### config.mk
export PLATFORM = sky130hd
export DESIGN_NAME = exe_muldiv_ctrl
export DESIGN_NICKNAME = d
export VERILOG_FILES = /design/src/rtl/exe_muldiv_ctrl.sv
export SDC_FILE = /design/constraint.sdc
export NUM_CORES = 1
export LEC_CHECK = 0
export CAP_MARGIN = 10
export CORE_MARGIN = 1.5
export CORE_UTILIZATION = 40
export DETAILED_ROUTE_END_ITERATION = 8
export SETUP_SLACK_MARGIN = 0.5
export SYNTH_ARGS = -nofsm -noshare
export SYNTH_HDL_FRONTEND = slang
export SYNTH_SLANG_ARGS = --single-unit
### constraint.sdc
create_clock -name clk -period 5.5 [get_ports clk]
set_clock_uncertainty 0.15 [all_clocks]
set_input_delay 0.825 -clock clk [delete_from_list [all_inputs] [get_ports clk]]
set_output_delay 0.825 -clock clk [all_outputs]
set_load 0.01 [all_outputs]
### src/rtl/exe_muldiv_ctrl.sv
// exe_muldiv_ctrl: multi-cycle MULT/MULTU/DIV/DIVU sequencer beside the EXE ALU.
// It owns HI/LO and stalls the front of the pipe only when a dependent instruction
// (another mul/div, MFHI/MFLO, MTHI/MTLO) meets an operation in flight.
//
// Ports:
//   clk, rst_n             clock, asynchronous active-low reset
//   start, op              launch request; op 00 MULTU, 01 MULT, 10 DIVU, 11 DIV
//   operand_a, operand_b   forwarded rs/rt values
//   hilo_read              EXE holds MFHI/MFLO
//   hi_we, lo_we, wdata    MTHI/MTLO write port
//   flush                  squash the in-flight (or same-cycle) operation
//   busy, stall            operation in flight / freeze IF-ID-EXE
//   done                   one-cycle pulse after HI/LO written by an operation
//   div_zero               sticky: last divide had a zero divisor
//   hi, lo                 HI/LO registers
module exe_muldiv_ctrl #(
   parameter int unsigned WIDTH = 32
) (
   input  logic             clk,
   input  logic             rst_n,
   input  logic             start,
   input  logic [1:0]       op,
   input  logic [WIDTH-1:0] operand_a,
   input  logic [WIDTH-1:0] operand_b,
   input  logic             hilo_read,
   input  logic             hi_we,
   input  logic             lo_we,
   input  logic [WIDTH-1:0] wdata,
   input  logic             flush,
   output logic             busy,
   output logic             stall,
   output logic             done,
   output logic             div_zero,
   output logic [WIDTH-1:0] hi,
   output logic [WIDTH-1:0] lo
);

   localparam int unsigned CW = (WIDTH > 1) ? $clog2(WIDTH) : 1;

   typedef enum logic [1:0] {StIdle, StRun, StFix} state_e;

   state_e             state_q, state_d;
   logic [CW-1:0]      count_q, count_d;
   // Multiply: {partial product, multiplier}. Divide: {remainder, quotient}.
   logic [2*WIDTH-1:0] acc_q, acc_d;
   logic [WIDTH-1:0]   b_q, b_d;
   logic               is_div_q, is_div_d;
   logic               sgn_quo_q, sgn_quo_d;
   logic               sgn_rem_q, sgn_rem_d;
   logic [WIDTH-1:0]   hi_q, hi_d, lo_q, lo_d;
   logic               done_q, done_d;
   logic               dz_q, dz_d;

   logic               is_signed;
   logic [WIDTH-1:0]   a_mag, b_mag;
   logic [WIDTH:0]     mul_sum, rem_sh, rem_diff;
   logic [2*WIDTH-1:0] mul_next, div_next, prod;

   assign is_signed = op[0];
   assign a_mag = (is_signed && operand_a[WIDTH-1]) ? -operand_a : operand_a;
   assign b_mag = (is_signed && operand_b[WIDTH-1]) ? -operand_b : operand_b;

   // Shift-add step; the carry out of the upper-half add shifts back in at the top.
   assign mul_sum  = acc_q[0] ? ({1'b0, acc_q[2*WIDTH-1:WIDTH]} + {1'b0, b_q})
                              : {1'b0, acc_q[2*WIDTH-1:WIDTH]};
   assign mul_next = {mul_sum, acc_q[WIDTH-1:1]};

   // Restoring-divide step; bit WIDTH of the difference is the borrow.
   assign rem_sh   = acc_q[2*WIDTH-1:WIDTH-1];
   assign rem_diff = rem_sh - {1'b0, b_q};
   assign div_next = rem_diff[WIDTH] ? {rem_sh[WIDTH-1:0], acc_q[WIDTH-2:0], 1'b0}
                                     : {rem_diff[WIDTH-1:0], acc_q[WIDTH-2:0], 1'b1};

   assign prod = sgn_quo_q ? -acc_q : acc_q;

   always_comb begin
      state_d   = state_q;
      count_d   = count_q;
      acc_d     = acc_q;
      b_d       = b_q;
      is_div_d  = is_div_q;
      sgn_quo_d = sgn_quo_q;
      sgn_rem_d = sgn_rem_q;
      hi_d      = hi_q;
      lo_d      = lo_q;
      done_d    = 1'b0;
      dz_d      = dz_q;
      unique case (state_q)
         StIdle: begin
            if (start) begin
               if (!flush) begin
                  b_d       = b_mag;
                  acc_d     = {{WIDTH{1'b0}}, a_mag};
                  count_d   = '0;
                  is_div_d  = op[1];
                  sgn_quo_d = is_signed & (operand_a[WIDTH-1] ^ operand_b[WIDTH-1]);
                  sgn_rem_d = is_signed & operand_a[WIDTH-1];
                  dz_d      = op[1] && (operand_b == '0);
                  state_d   = dz_d ? StFix : StRun;
               end
            end else begin
               if (hi_we) hi_d = wdata;
               if (lo_we) lo_d = wdata;
            end
         end
         StRun: begin
            if (flush) begin
               state_d = StIdle;
               count_d = '0;
               dz_d    = 1'b0;
            end else begin
               acc_d   = is_div_q ? div_next : mul_next;
               count_d = count_q + 1'b1;
               if (count_q == CW'(WIDTH - 1)) state_d = StFix;
            end
         end
         StFix: begin
            state_d = StIdle;
            count_d = '0;
            if (flush) begin
               dz_d = 1'b0;
            end else begin
               done_d = 1'b1;
               if (!is_div_q) begin
                  {hi_d, lo_d} = prod;
               end else if (dz_q) begin
                  // acc still holds |a|; re-apply the sign to return a as presented.
                  hi_d = sgn_rem_q ? -acc_q[WIDTH-1:0] : acc_q[WIDTH-1:0];
                  lo_d = '1;
               end else begin
                  lo_d = sgn_quo_q ? -acc_q[WIDTH-1:0] : acc_q[WIDTH-1:0];
                  hi_d = sgn_rem_q ? -acc_q[2*WIDTH-1:WIDTH] : acc_q[2*WIDTH-1:WIDTH];
               end
            end
         end
         default: state_d = StIdle;
      endcase
   end

   always_ff @(posedge clk or negedge rst_n) begin
      if (!rst_n) begin
         state_q   <= StIdle;
         count_q   <= '0;
         acc_q     <= '0;
         b_q       <= '0;
         is_div_q  <= 1'b0;
         sgn_quo_q <= 1'b0;
         sgn_rem_q <= 1'b0;
         hi_q      <= '0;
         lo_q      <= '0;
         done_q    <= 1'b0;
         dz_q      <= 1'b0;
      end else begin
         state_q   <= state_d;
         count_q   <= count_d;
         acc_q     <= acc_d;
         b_q       <= b_d;
         is_div_q  <= is_div_d;
         sgn_quo_q <= sgn_quo_d;
         sgn_rem_q <= sgn_rem_d;
         hi_q      <= hi_d;
         lo_q      <= lo_d;
         done_q    <= done_d;
         dz_q      <= dz_d;
      end
   end

   assign busy     = (state_q != StIdle);
   assign stall    = busy & (start | hilo_read | hi_we | lo_we);
   assign done     = done_q;
   assign div_zero = dz_q;
   assign hi       = hi_q;
   assign lo       = lo_q;

endmodule

* Yosys cells after proc, flatten, opt, wreduce, memory -nomap -nowiden
Cells that the tools add are included.
Word-level totals: memories kept 0, input port bits 105, memory bits (writable) 0, bits in latches 0, output and inout port bits 68, flip-flop bits (word level) 172, word-level logic and storage cells 98, bits in read-only memories 0
Operators by class: $mul 0, reductions and logical operators 18, shifts and indexed selects 0, $lt $le $gt $ge 0, equal/unequal tests 12, bitwise operators 8, add/sub/neg operators 8, divide/modulo/power cells 0, mux-type cells 41
Operators with widths (number):
- $mux W32 | 15
- $mux W64 | 6
- $neg A32 Y32 | 4
- $pmux W32 S2 | 2
- $pmux W64 S2 | 1
- $neg A64 Y64 | 1
- $add A32 B32 Y33 | 1
- $mux W33 | 1
- $sub A33 B32 Y33 | 1
- $logic_not A32 Y1 | 1
- $reduce_and A4 Y1 | 4
- $mux W5 | 3
- $pmux W5 S3 | 1
- $ne A2 B2 Y1 const B | 7
- $mux W2 | 5
- $reduce_and A3 Y1 | 3
- $reduce_bool A2 Y1 | 4
- $add A5 B1 Y5 const B | 1
- $eq A5 B5 Y1 const B | 1
- $mux W1 | 5
- $pmux W2 S2 | 1
- $and A1 B1 Y1 | 3
- $logic_and A1 B1 Y1 | 3
- $ne A3 B3 Y1 const B | 1
- other kinds (10) | 12

* Logic depth before layout (Yosys ltp)
Gate-level depths: netlist (run 1).
depth after elaboration 6, depth in mapped cells 15, mapped depth without buffers 12

* Least setup slack after synthesis (run 1)
Ideal clock, no wire load.
path type register to register, start reg acc_q[31], end reg acc_q[44], cell stages (with the launch flop) 15, data required time 5.254 ns, data arrival time 3.286 ns, clock period less this slack 3.532 ns, path slack 1.968 ns, path buffers 2, setup time 0.096 ns, cells stage by stage dfrtp_1 > clkbuf_1 > inv_1 > ha_1 > fa_1 > nand2b_1 > a21o_1 > a21oi_1 > o211a_2 > o21ai_1 > o41a_1 > and2_1 > buf_2 > o41a_1 > o31ai_1
On the way: longest elaborated chain between the ends 5
Ends and longest elaborated chain:
- from (decl) | line 45 | logic [2*WIDTH-1:0] acc_q, acc_d;
- from (signal assigned) | line 144 | acc_q <= '0;
- from (signal assigned) | line 156 | acc_q <= acc_d;
- $sub A33 B32 Y33 | line 70 | assign rem_diff = rem_sh - {1'b0, b_q};
- $mux W64 | line 71 | assign div_next = rem_diff[WIDTH] ? {rem_sh[WIDTH-1:0], acc_q[WIDTH-2:0], 1'b0}
- $mux W64 | line 112 | acc_d = is_div_q ? div_next : mul_next;
- $mux W64 | line 107 | if (flush) begin
- $pmux W64 S2 | line 88 | unique case (state_q)
No other way between the ends. The select of a mux whose other input is x is not followed. A chain may end at the register's enable or synchronous reset.

* Final worst setup path (run 1)
start reg acc_q[31], end reg acc_q[60]
Same word-level chain as after synthesis.

==> metrics.csv, run 1 <==
stage;metric;value;unit
pwr;p_leak;0.007887;uW
global_routing;grt_pass1_vias;15080;
global_routing;grt_overflow;0;
pwr;p_int;5805;uW
synthesis;syn_nets;2329;
clock_tree;clock-root-buffer;clkbuf_16;
clock_tree;htree_levels;4;
clock_tree;cts_buffers;17;
setup_path;worstSetupStartpoint;acc_q[31];
placement;gp_congestion;0.9379;
setup_path;start_kind;register;
clock_tree;cts_hold_buffers;0;
clock_tree;cts_tree;built;
clock_tree;cts.sinks;172;
setup_path;cpLargestDelayFamily;compound AO/OA/AOI/OAI gates;
synthesis;synth_ff_type;dfrtp_1;
floorplanning;pin_count;173;
setup_path;path_depth;13;
pwr;p_seq_share;22.2;%
detailed_routing;totalWireLength;56.37;mm
detailed_routing;drc;0;
pwr;comb_power_share;67.8;%
synthesis;synth_edf_count;0;
global_routing;antenna_found_initial;0;
synthesis;synth_warnings;0;
clock_tree;worstSkewPairLatency;490;ps
floorplanning;start_util;40.84;%
setup_path;required;5740;ps
detailed_routing;vias;16177;
min_path;hold_class;in2async;
synthesis;yosys_register_bits;172;
clock_tree;cts_setup_buffers;0;
pwr;cellPowerDensity;651.5;mW/mm^2
setup_path;r2r-end;acc_q[60];
clock_tree;ctsResizeCount;0;
synthesis;ys_types;81;
sta;finalSetupViolCount;0;
layout;diodes;0;
setup_path;slowest_stage;dfrtp_1;
synthesis;synth_most_common_cell;nand2_1;
layout;drive_gt1_share;4.876;%
sta;rsz0062_at_grt;false;
detailed_routing;antenna_left;0;
floorplanning;fp.dieW;205.3;um
global_routing;grt_util_all_layers;27.05;%
setup_path;max_stage_delay;590;ps
synthesis;synth.largest_area_cell;dfrtp_1;
layout;nNetsFinal;2382;
detailed_routing;firstDrtPassIters;5;
placement;port_buffers;172;
setup_path;r2r.worst_path.cells;13;
placement;hpwl;43.27;mm
pwr;p_switching;6550;uW
detailed_routing;drt-initial-drc-count;1453;
sta;layout_min_cycle_time;4237;ps
setup_path;crit_chain;inv_1 -> ha_1 -> fa_1 -> nand2b_1 -> a21o_1 -> a21oi_1 -> o211a_2 -> o21ai_1 -> o41a_1 -> buf_4 -> nand2_1 -> nand2_1 -> o221ai_1;
synthesis;synth_top_area_share;26.29;%
global_routing;grt_pass1_wl;87.66;mm
setup_path;crit_buf_inv;2;
pwr;switching_share;53.02;%
sta;finalCritPeriodShare;77.04;%
global_routing;grt_max_degree;92;
sta;slew_violations;0;
floorplanning;row_count;73;
clock_tree;clock_tree.buffer_depth;2;
synthesis;synth_seq_area_share;26.29;%
layout;area_delta_synth_final;15.81;%
pwr;irDropWorstVdd;0.3019;mV
detailed_routing;wl_per_cell;20.57;um
setup_path;worst-path-max-fanout;29;
run;maxCapViolCount;0;
sta;setup_tns;0;ps
floorplanning;die_h;205.3;um
detailed_routing;avgViaCountPerCell;5.904;
sta;final-hold-violation-count;0;
setup_path;critical_path_class;reg2reg;
floorplanning;design.die.area;0.04216;sq mm
sta;worst_slew_pin_slew;985.4;ps
sta;worst_slew_margin_rel;32.61;%
floorplanning;core;0.04010;sq mm
pwr;finalPower;12360;uW
setup_path;critical_path_arrival;4480;ps
setup_path;endpoint;acc_q[60];
synthesis;syn_inst;2149;
synthesis;async_flop_share;100.0;%
setup_path;path_common_cell;nand2_1;
synthesis;syn-cell-area;0.01637;sq mm
clock_tree;clkSlewWorstSetupHoldPaths;80;ps
setup_path;reg2reg_slack;1260;ps
setup_path;reg2reg_from;acc_q[31];
synthesis;synth_area_leaders;dfrtp_1 26%, o21ai_0 7.2%, xnor2_1 6.7%, nand2_1 6.6%, ha_1 5.6%;
setup_path;end_kind;register;
synthesis;syn_area_per_cell;7.620;sq um
pwr;power.share.clock;10.0;%
synthesis;yosys-top-cells-count;286 x nand2_1, 236 x o21ai_0, 172 x dfrtp_1, 150 x a21oi_1, 140 x clkbuf_1;
sta;fmax;236.0;MHz
run_status;status;completed;
[placed cells by master (no fill, tap or decap), types with 25 or more instances in the layout]
cell type | Yosys | routed
nor3_1 | 41 | 41
o21ai_0 | 236 | 236
dfrtp_1 | 172 | 170
o22ai_1 | 26 | 26
mux2i_1 | 58 | 58
nand2_1 | 286 | 285
clkdlybuf4s50_1 | 0 | 171
o21ai_1 | 33 | 32
xor2_1 | 93 | 93
inv_1 | 71 | 71
a31oi_1 | 25 | 25
a21oi_1 | 150 | 150
nand2b_1 | 25 | 25
xnor2_1 | 125 | 125
a21o_1 | 32 | 32
or3_1 | 25 | 25
ha_1 | 73 | 72
and3_1 | 26 | 26
a211oi_1 | 28 | 28
buf_4 | 0 | 33
nor2_1 | 122 | 122
o31ai_1 | 40 | 40
[cells by family (layout without fill, tap and decap cells)]
logic type      after synthesis  in the layout  synth area share [%]
compound gates              702            702                 26.29
xor+xnor                    218            218                 11.66
fa+ha+maj                    75             75                 5.823
buf+inv                     244            310                 5.754
flops                       172            172                 26.29
mux                          69             69                 4.371
simple gates                669            669                 19.82
[final cells by class]
class / count / area, sq um
clock buffer: 17 / 425.4
inverter: 72 / 270.3
sequential: 172 / 4309
fill: 3953 / 21130
timing repair buffer: 206 / 1991
multi-input combinational: 1733 / 11160
clock inverter: 15 / 147.6
tap: 525 / 656.9
[routing by layer]
layer / track usage [%] / vias to the layer above / wire (um)
met5: 0 / - / 0
met4: 9.385 / 0 / 1478
met3: 4.340 / 83 / 3898
met2: 40.67 / 547 / 24390
met1: 39.01 / 7714 / 26610
li1: - / 7833 / -
[flip-flops by register name, indices dropped and copies added, names as in the netlist]
register   flops
state_q        2
is_div_q       1
sgn_rem_q      1
hi            32
b_q           32
lo            32
acc_q         64
done           1
count_q        5
div_zero       1
sgn_quo_q      1
[worst min path at each step]
stage                     slack, ps  depth (start not counted)          to
after floorplan                 310                          2  count_q[4]
after global placement          310                          2       lo[9]
after detailed placement        320                          2      lo[28]
after CTS                       260                          1      lo[14]
after global routing            290                          1      lo[14]
final                           210                          1      lo[14]
[stage by stage]
step           hold slack, ps  instance area, sq um  util (%)  std cells  worst slack (ps)
2_1_floorplan           306.3                 16370         -       2149              1969
3_3_place_gp            313.2                 18390     45.86       2708              1435
3_5_place_dp            323.4                 18390     45.86       2708              1331
4_1_cts                 258.8                 18960     47.29       2740              1350
5_1_grt                 292.9                 18960     47.29       2740              1037
6_report                208.2                 18960     47.29       2740              1263
[power groups by stage]
stage	Combinational, uW	Clock (uW)	Sequential (uW)
finish	8370	1240	2750
global route	9220	1310	2830
floorplan	6110	0	2250
CTS	8270	1250	2730
global placement	8180	0	2730
detailed placement	8240	0	2760
[worst register-to-register path: cells and delay by family, from the launching register on]
kind                       cells  cell delay (ps)
buffers and inverters          2              350
AOI/OAI and AO/OA              6             1410
and+or+nand+nor                3              980
adders and majority gates      2              660
DFF                            1              590
Note: power is estimated with default switching activity, not from simulation.
==> run 2: changes to the inputs <==
==> constraint.sdc (replaced) <==
create_clock -name clk -period 3.49 [get_ports clk]
set_clock_uncertainty 0.15 [all_clocks]
set_input_delay 0.5235 -clock clk [delete_from_list [all_inputs] [get_ports clk]]
set_output_delay 0.5235 -clock clk [all_outputs]
set_load 0.01 [all_outputs]
==> run 2 against run 1 <==
Clock power is 71% higher. Highest routed layer unchanged. Sequential cell count stayed put. Via count is 6.5% higher. Worst setup slack worse by 1100 ps. Die area stayed put. Fmax is 29% higher. Sequential power is 43% higher. Sequential share of layout area is 3.1 points lower. Cell count is 8.0% higher. First-iteration DRC count is 5.6% lower. Core utilization is 7.4 points higher.
==> metrics.csv, run 2 (synthesized netlist as in run 1, its figures left out) <==
stage;metric;value;unit
layout;drive_gt1_share;19.81;%
layout;layout_common_cells;281 x nand2_1, 222 x buf_4, 210 x o21ai_0;
clock_tree;cts_tree;built;
pwr;power.share.clock;9.2;%
pwr;cellPowerDensity;1050;mW/mm^2
run_status;status;completed;
clock_tree;htree_levels;4;
pwr;irDropWorstVdd;0.5595;mV
global_routing;grt_util_all_layers;28.50;%
clock_tree;cts_buffers;17;
min_path;hold_class;in2reg;
global_routing;grt_pass1_wl;92.89;mm
floorplanning;core;0.04010;sq mm
global_routing;antenna_found_initial;0;
sta;finalSetupViolCount;0;
pwr;p_int;11600;uW
detailed_routing;vias;17232;
setup_path;critical_path_arrival;3500;ps
layout;regMostFlops;acc_q;
sta;fmax;303.5;MHz
sta;worst_slew_margin_rel;14.00;%
placement;hpwl;45.94;mm
detailed_routing;antenna_left;0;
placement;port_buffers;172;
detailed_routing;avgViaCountPerCell;5.826;
pwr;p_switching;11430;uW
floorplanning;start_util;40.84;%
setup_path;end_kind;register;
min_path;whs_path_depth;3;
sta;setup_tns;0;ps
clock_tree;clock_tree.buffer_depth;2;
sta;slew_violations;0;
placement;gp_congestion;0.9662;
global_routing;grt_pass1_vias;16459;
sta;finalCritPeriodShare;94.41;%
pwr;p_seq_share;17.1;%
floorplanning;row_count;73;
floorplanning;design.die.area;0.04216;sq mm
sta;layout_min_cycle_time;3295;ps
global_routing;grt_max_degree;92;
setup_path;critical_path_class;reg2reg;
pwr;p_leak;0.009230;uW
pwr;switching_share;49.63;%
setup_path;start_kind;register;
floorplanning;fp.dieW;205.3;um
sta;rsz0062_at_grt;true;
sta;worst_slew_pin_slew;1290;ps
clock_tree;clock-root-buffer;clkbuf_16;
detailed_routing;firstDrtPassIters;5;
floorplanning;die_h;205.3;um
min_path;min_from;operand_b[8];
detailed_routing;drc;0;
pwr;comb_power_share;73.7;%
detailed_routing;wl_per_cell;20.42;um
clock_tree;worstSkewPairLatency;470;ps
setup_path;reg2reg_from;b_q[0];
sta;fin_ws;195.1;ps
setup_path;r2r.worst_path.cells;14;
setup_path;worst-path-max-fanout;6;
layout;diodes;0;
floorplanning;pin_count;173;
layout;utilization;54.72;%
clock_tree;cts.sinks;172;
min_path;whs_endpoint;b_q[8];
layout;nNetsFinal;2600;
setup_path;r2r-end;acc_q[41];
layout;final_common_cell;nand2_1;
clock_tree;clkSlewWorstSetupHoldPaths;80;ps
detailed_routing;totalWireLength;60.40;mm
setup_path;required;3690;ps
detailed_routing;drt-initial-drc-count;1372;
global_routing;grt_overflow;0;
layout;area_delta_synth_final;33.99;%
sta;final-hold-violation-count;0;
layout;fill_cells;3714;
setup_path;reg2reg_slack;200;ps
placement;pre_cts_slack;-94.81;ps
layout;largest_reg_flops;64;
run;maxCapViolCount;0;
run 2: changes by cell type in the layout (fill, tap and decap cells not counted), sizes merged, moves of 2 or more:
cell / delta
clkbuf: +2
clkdlybuf4s50: -4
dlymetal6s2s: +4
bufinv: +4
clkinvlp: +2
inv: -7
buf: +217
run 2: worst max-delay path by stage:
stage | start | to | depth (start not counted)
6_report | b_q[0] | acc_q[41] | 14
3_5_place_dp | operand_a[9] | acc_q[30] | 10
5_1_grt | b_q[0] | acc_q[41] | 14
2_1_floorplan | acc_q[31] | acc_q[55] | 14
3_3_place_gp | operand_b[5] | b_q[30] | 10
4_1_cts | b_q[0] | acc_q[44] | 12
run 2: routing by layer:
layer	vias to the layer above	wire length (um)	share of wire (%)	track usage, %
li1	8242	-	-	-
met1	8301	26960	45	38.10
met2	594	27810	46	46.16
met3	95	3853	6.4	4.767
met4	0	1775	2.9	10.27
met5	-	0	0	0
run 2: power groups by stage:
stage | sequential (uW) | combinational [uW] | clock (uW)
4_1_cts | 3880 | 15900 | 2140
5_1_grt | 4060 | 18300 | 2210
2_1_floorplan | 3560 | 9880 | 0
6_report | 3930 | 17000 | 2120
3_5_place_dp | 3900 | 14700 | 0
3_3_place_gp | 3870 | 14600 | 0
run 2: critical path, cell delays in order, from the launching register on:
cell and delay, ps:
dfrtp_1 430, ha_4 180, fa_2 350, nand2b_4 150
a21o_1 190, a21oi_2 210, o211a_2 230, o21ai_2 90
o41a_1 360, and2_4 170, buf_12 130, buf_12 120
buf_8 120, a211oi_2 200, o31ai_1 90
run 2: layout make-up:
| type | instances | area, sq um | area share [%] |
|---|---|---|---|
| repair buffers | 424 | 3842 | 17.51 |
| flip-flops and latches | 172 | 4315 | 19.67 |
| clock inverters | 13 | 187.7 | 0.8554 |
| multi-input cells | 1733 | 12220 | 55.71 |
| inverters | 72 | 272.8 | 1.243 |
| clock buffers | 19 | 442.9 | 2.019 |
| well taps | 525 | 656.9 | 2.994 |
run 2: what timing repair did:
item                                    CTS  global route
gates resized for setup                 116           101
endpoints found under the hold margin     1             0
hold buffers                              1             0
gates cloned                              3             0
endpoints found under the setup margin   62            98
pin swaps                                50            52
setup buffers                            35            18
run 2: through the flow:
| stage | instances | hold slack, ps | instance area (sq um) | power (uW) |
|---|---|---|---|---|
| floorplan | 2149 | 77.91 | 16540 | 13440 |
| global placement | 2869 | 310.1 | 19750 | 18510 |
| detailed placement | 2869 | 319.3 | 19750 | 18630 |
| CTS | 2940 | 334.4 | 21250 | 21900 |
| global route | 2958 | 332.6 | 21940 | 24610 |
| finish | 2958 | 317.0 | 21940 | 23030 |
==> run 3: changes to the inputs <==
--- a/config.mk
+++ b/config.mk
@@ -5,11 +5,13 @@
 export SDC_FILE = /design/constraint.sdc
 export NUM_CORES = 1
 export LEC_CHECK = 0
+export ABC_CLOCK_PERIOD_IN_PS = 3490
 export CAP_MARGIN = 10
 export CORE_MARGIN = 1.5
 export CORE_UTILIZATION = 40
 export DETAILED_ROUTE_END_ITERATION = 8
 export SETUP_SLACK_MARGIN = 0.5
+export SKIP_CTS_REPAIR_TIMING = 1
 export SYNTH_ARGS = -nofsm -noshare
 export SYNTH_HDL_FRONTEND = slang
 export SYNTH_SLANG_ARGS = --single-unit
==> run 3 against run 2 <==
Cell count is 0.61% lower. Worst setup slack better by 20 ps. Via count is 0.99% lower. Sequential share of layout area is 0.30 points higher. Fmax is 0.62% higher. Worst hold slack worse by 350 ps. Non-clock buffer count is 18 lower. The flow now finishes with violations (negative hold slack).
==> metrics.csv, run 3 (synthesized netlist as in run 1, its figures left out) <==
stage;metric;value;unit
floorplanning;row_count;73;
floorplanning;fp.dieW;205.3;um
detailed_routing;vias;17062;
floorplanning;core;0.04010;sq mm
clock_tree;htree_levels;4;
detailed_routing;totalWireLength;59.64;mm
layout;regMostFlops;acc_q;
floorplanning;design.die.area;0.04216;sq mm
clock_tree;clkSlewWorstSetupHoldPaths;80;ps
sta;final-hold-violation-count;37;
placement;hpwl;45.94;mm
global_routing;grt_util_all_layers;27.77;%
layout;diodes;0;
clock_tree;worstSkewPairLatency;480;ps
sta;worst_slew_pin_slew;1224;ps
global_routing;antenna_found_initial;0;
min_path;hold_class;in2async;
clock_tree;cts_buffers;17;
pwr;switching_share;49.89;%
floorplanning;pin_count;173;
clock_tree;clock_tree.buffer_depth;2;
sta;finalSetupViolCount;0;
pwr;irDropWorstVdd;0.5478;mV
run_status;status;finished, violations left;
sta;worst_slew_margin_rel;18.42;%
setup_path;start_kind;register;
layout;final_common_cell;nand2_1;
layout;drive_gt1_share;18.80;%
clock_tree;cts.sinks;172;
setup_path;required;3750;ps
pwr;comb_power_share;72.8;%
clock_tree;clock-root-buffer;clkbuf_16;
layout;post-route-cell-area;0.02161;sq mm
sta;layout_min_cycle_time;3275;ps
sta;holdWs;-32.26;ps
clock_tree;cts_tree;built;
detailed_routing;avgViaCountPerCell;5.803;
setup_path;critical_path_arrival;3530;ps
global_routing;grt_overflow;0;
setup_path;end_kind;register;
pwr;p_switching;11130;uW
layout;largest_reg_flops;64;
placement;place_area;0.01975;sq mm
global_routing;grt_max_degree;92;
run;maxCapViolCount;0;
pwr;power.share.clock;9.5;%
pwr;p_seq_share;17.7;%
global_routing;grt_pass1_vias;16032;
pwr;cellPowerDensity;1032;mW/mm^2
layout;nNetsFinal;2582;
pwr;p_int;11180;uW
detailed_routing;wl_per_cell;20.29;um
layout;area_delta_synth_final;31.99;%
global_routing;grt_pass1_wl;90.56;mm
setup_path;critical_path_class;reg2reg;
pwr;p_leak;0.009123;uW
layout;layout_common_cells;282 x nand2_1, 215 x buf_4, 205 x o21ai_0;
sta;fmax;305.4;MHz
sta;setup_tns;0;ps
placement;gp_congestion;0.9662;
sta;finalCritPeriodShare;93.83;%
floorplanning;start_util;40.84;%
detailed_routing;firstDrtPassIters;6;
setup_path;worst-path-max-fanout;4;
placement;port_buffers;172;
detailed_routing;antenna_left;0;
floorplanning;die_h;205.3;um
sta;slew_violations;0;
detailed_routing;drt-initial-drc-count;1335;
layout;fill_cells;3749;
run_status;violations;negative hold slack;
sta;rsz0062_at_grt;true;
detailed_routing;drc;0;
run 3: layout make-up:
type | count | area (sq um) | share of cell area [%]
multi-input combinational | 1733 | 12110 | 56.01
sequential | 172 | 4317 | 19.97
timing repair buffer | 406 | 3631 | 16.80
tap | 525 | 656.9 | 3.039
clock buffer | 19 | 442.9 | 2.049
inverter | 72 | 272.8 | 1.262
clock inverter | 13 | 187.7 | 0.8684
run 3: metal layers:
metal  GRT usage [%]  part of all wire [%]  vias up
met1           37.30                    45     8140
met2           44.41                    45      613
met3           5.036                   6.9       91
met4           10.14                   3.0        0
met5               0                     0        -
li1                -                     -     8218
run 3: stage by stage:
stage / instances / hold WS (ps) / utilization [%] / total power (uW) / worst slack [ps]
after floorplan: 2149 / 77.91 / - / 13440 / 333.2
after global placement: 2869 / 310.1 / 49.26 / 18510 / -54.76
after detailed placement: 2869 / 319.3 / 49.26 / 18630 / -94.81
after CTS: 2901 / -1.736 / 50.83 / 20800 / -63.53
after global routing: 2940 / 33.68 / 53.90 / 23940 / 112.6
final: 2940 / -32.26 / 53.90 / 22310 / 215.4
run 3: critical path, cell delays in order, from the launching register on:
cell and delay [ps]:
dfrtp_1 420, ha_1 230, inv_1 70, fa_2 380, nand2b_1 200, a21oi_2 190
o21a_1 220, a31oi_4 150, o21ai_1 180, buf_4 140, nand2_1 110, o31ai_2 270
mux2_2 370, nand4_1 110
run 3: final timing paths:
kind,from,end,slack (ps),cells after the start
max,acc_q[32],acc_q[61],220,13
min,rst_n,lo[8],-30,1
max reg2reg,acc_q[32],acc_q[61],220,13
min reg2reg,lo[26],lo[26],330,2
max in group asynchronous,rst_n,b_q[3],2450,2
min in group clk,operand_b[8],b_q[8],300,3
run 3: power groups by stage:
stage	clock, uW	sequential, uW	combinational, uW
6_report	2120	3940	16200
5_1_grt	2210	4070	17700
2_1_floorplan	0	3560	9880
3_3_place_gp	0	3870	14600
4_1_cts	2140	3870	14800
3_5_place_dp	0	3900	14700
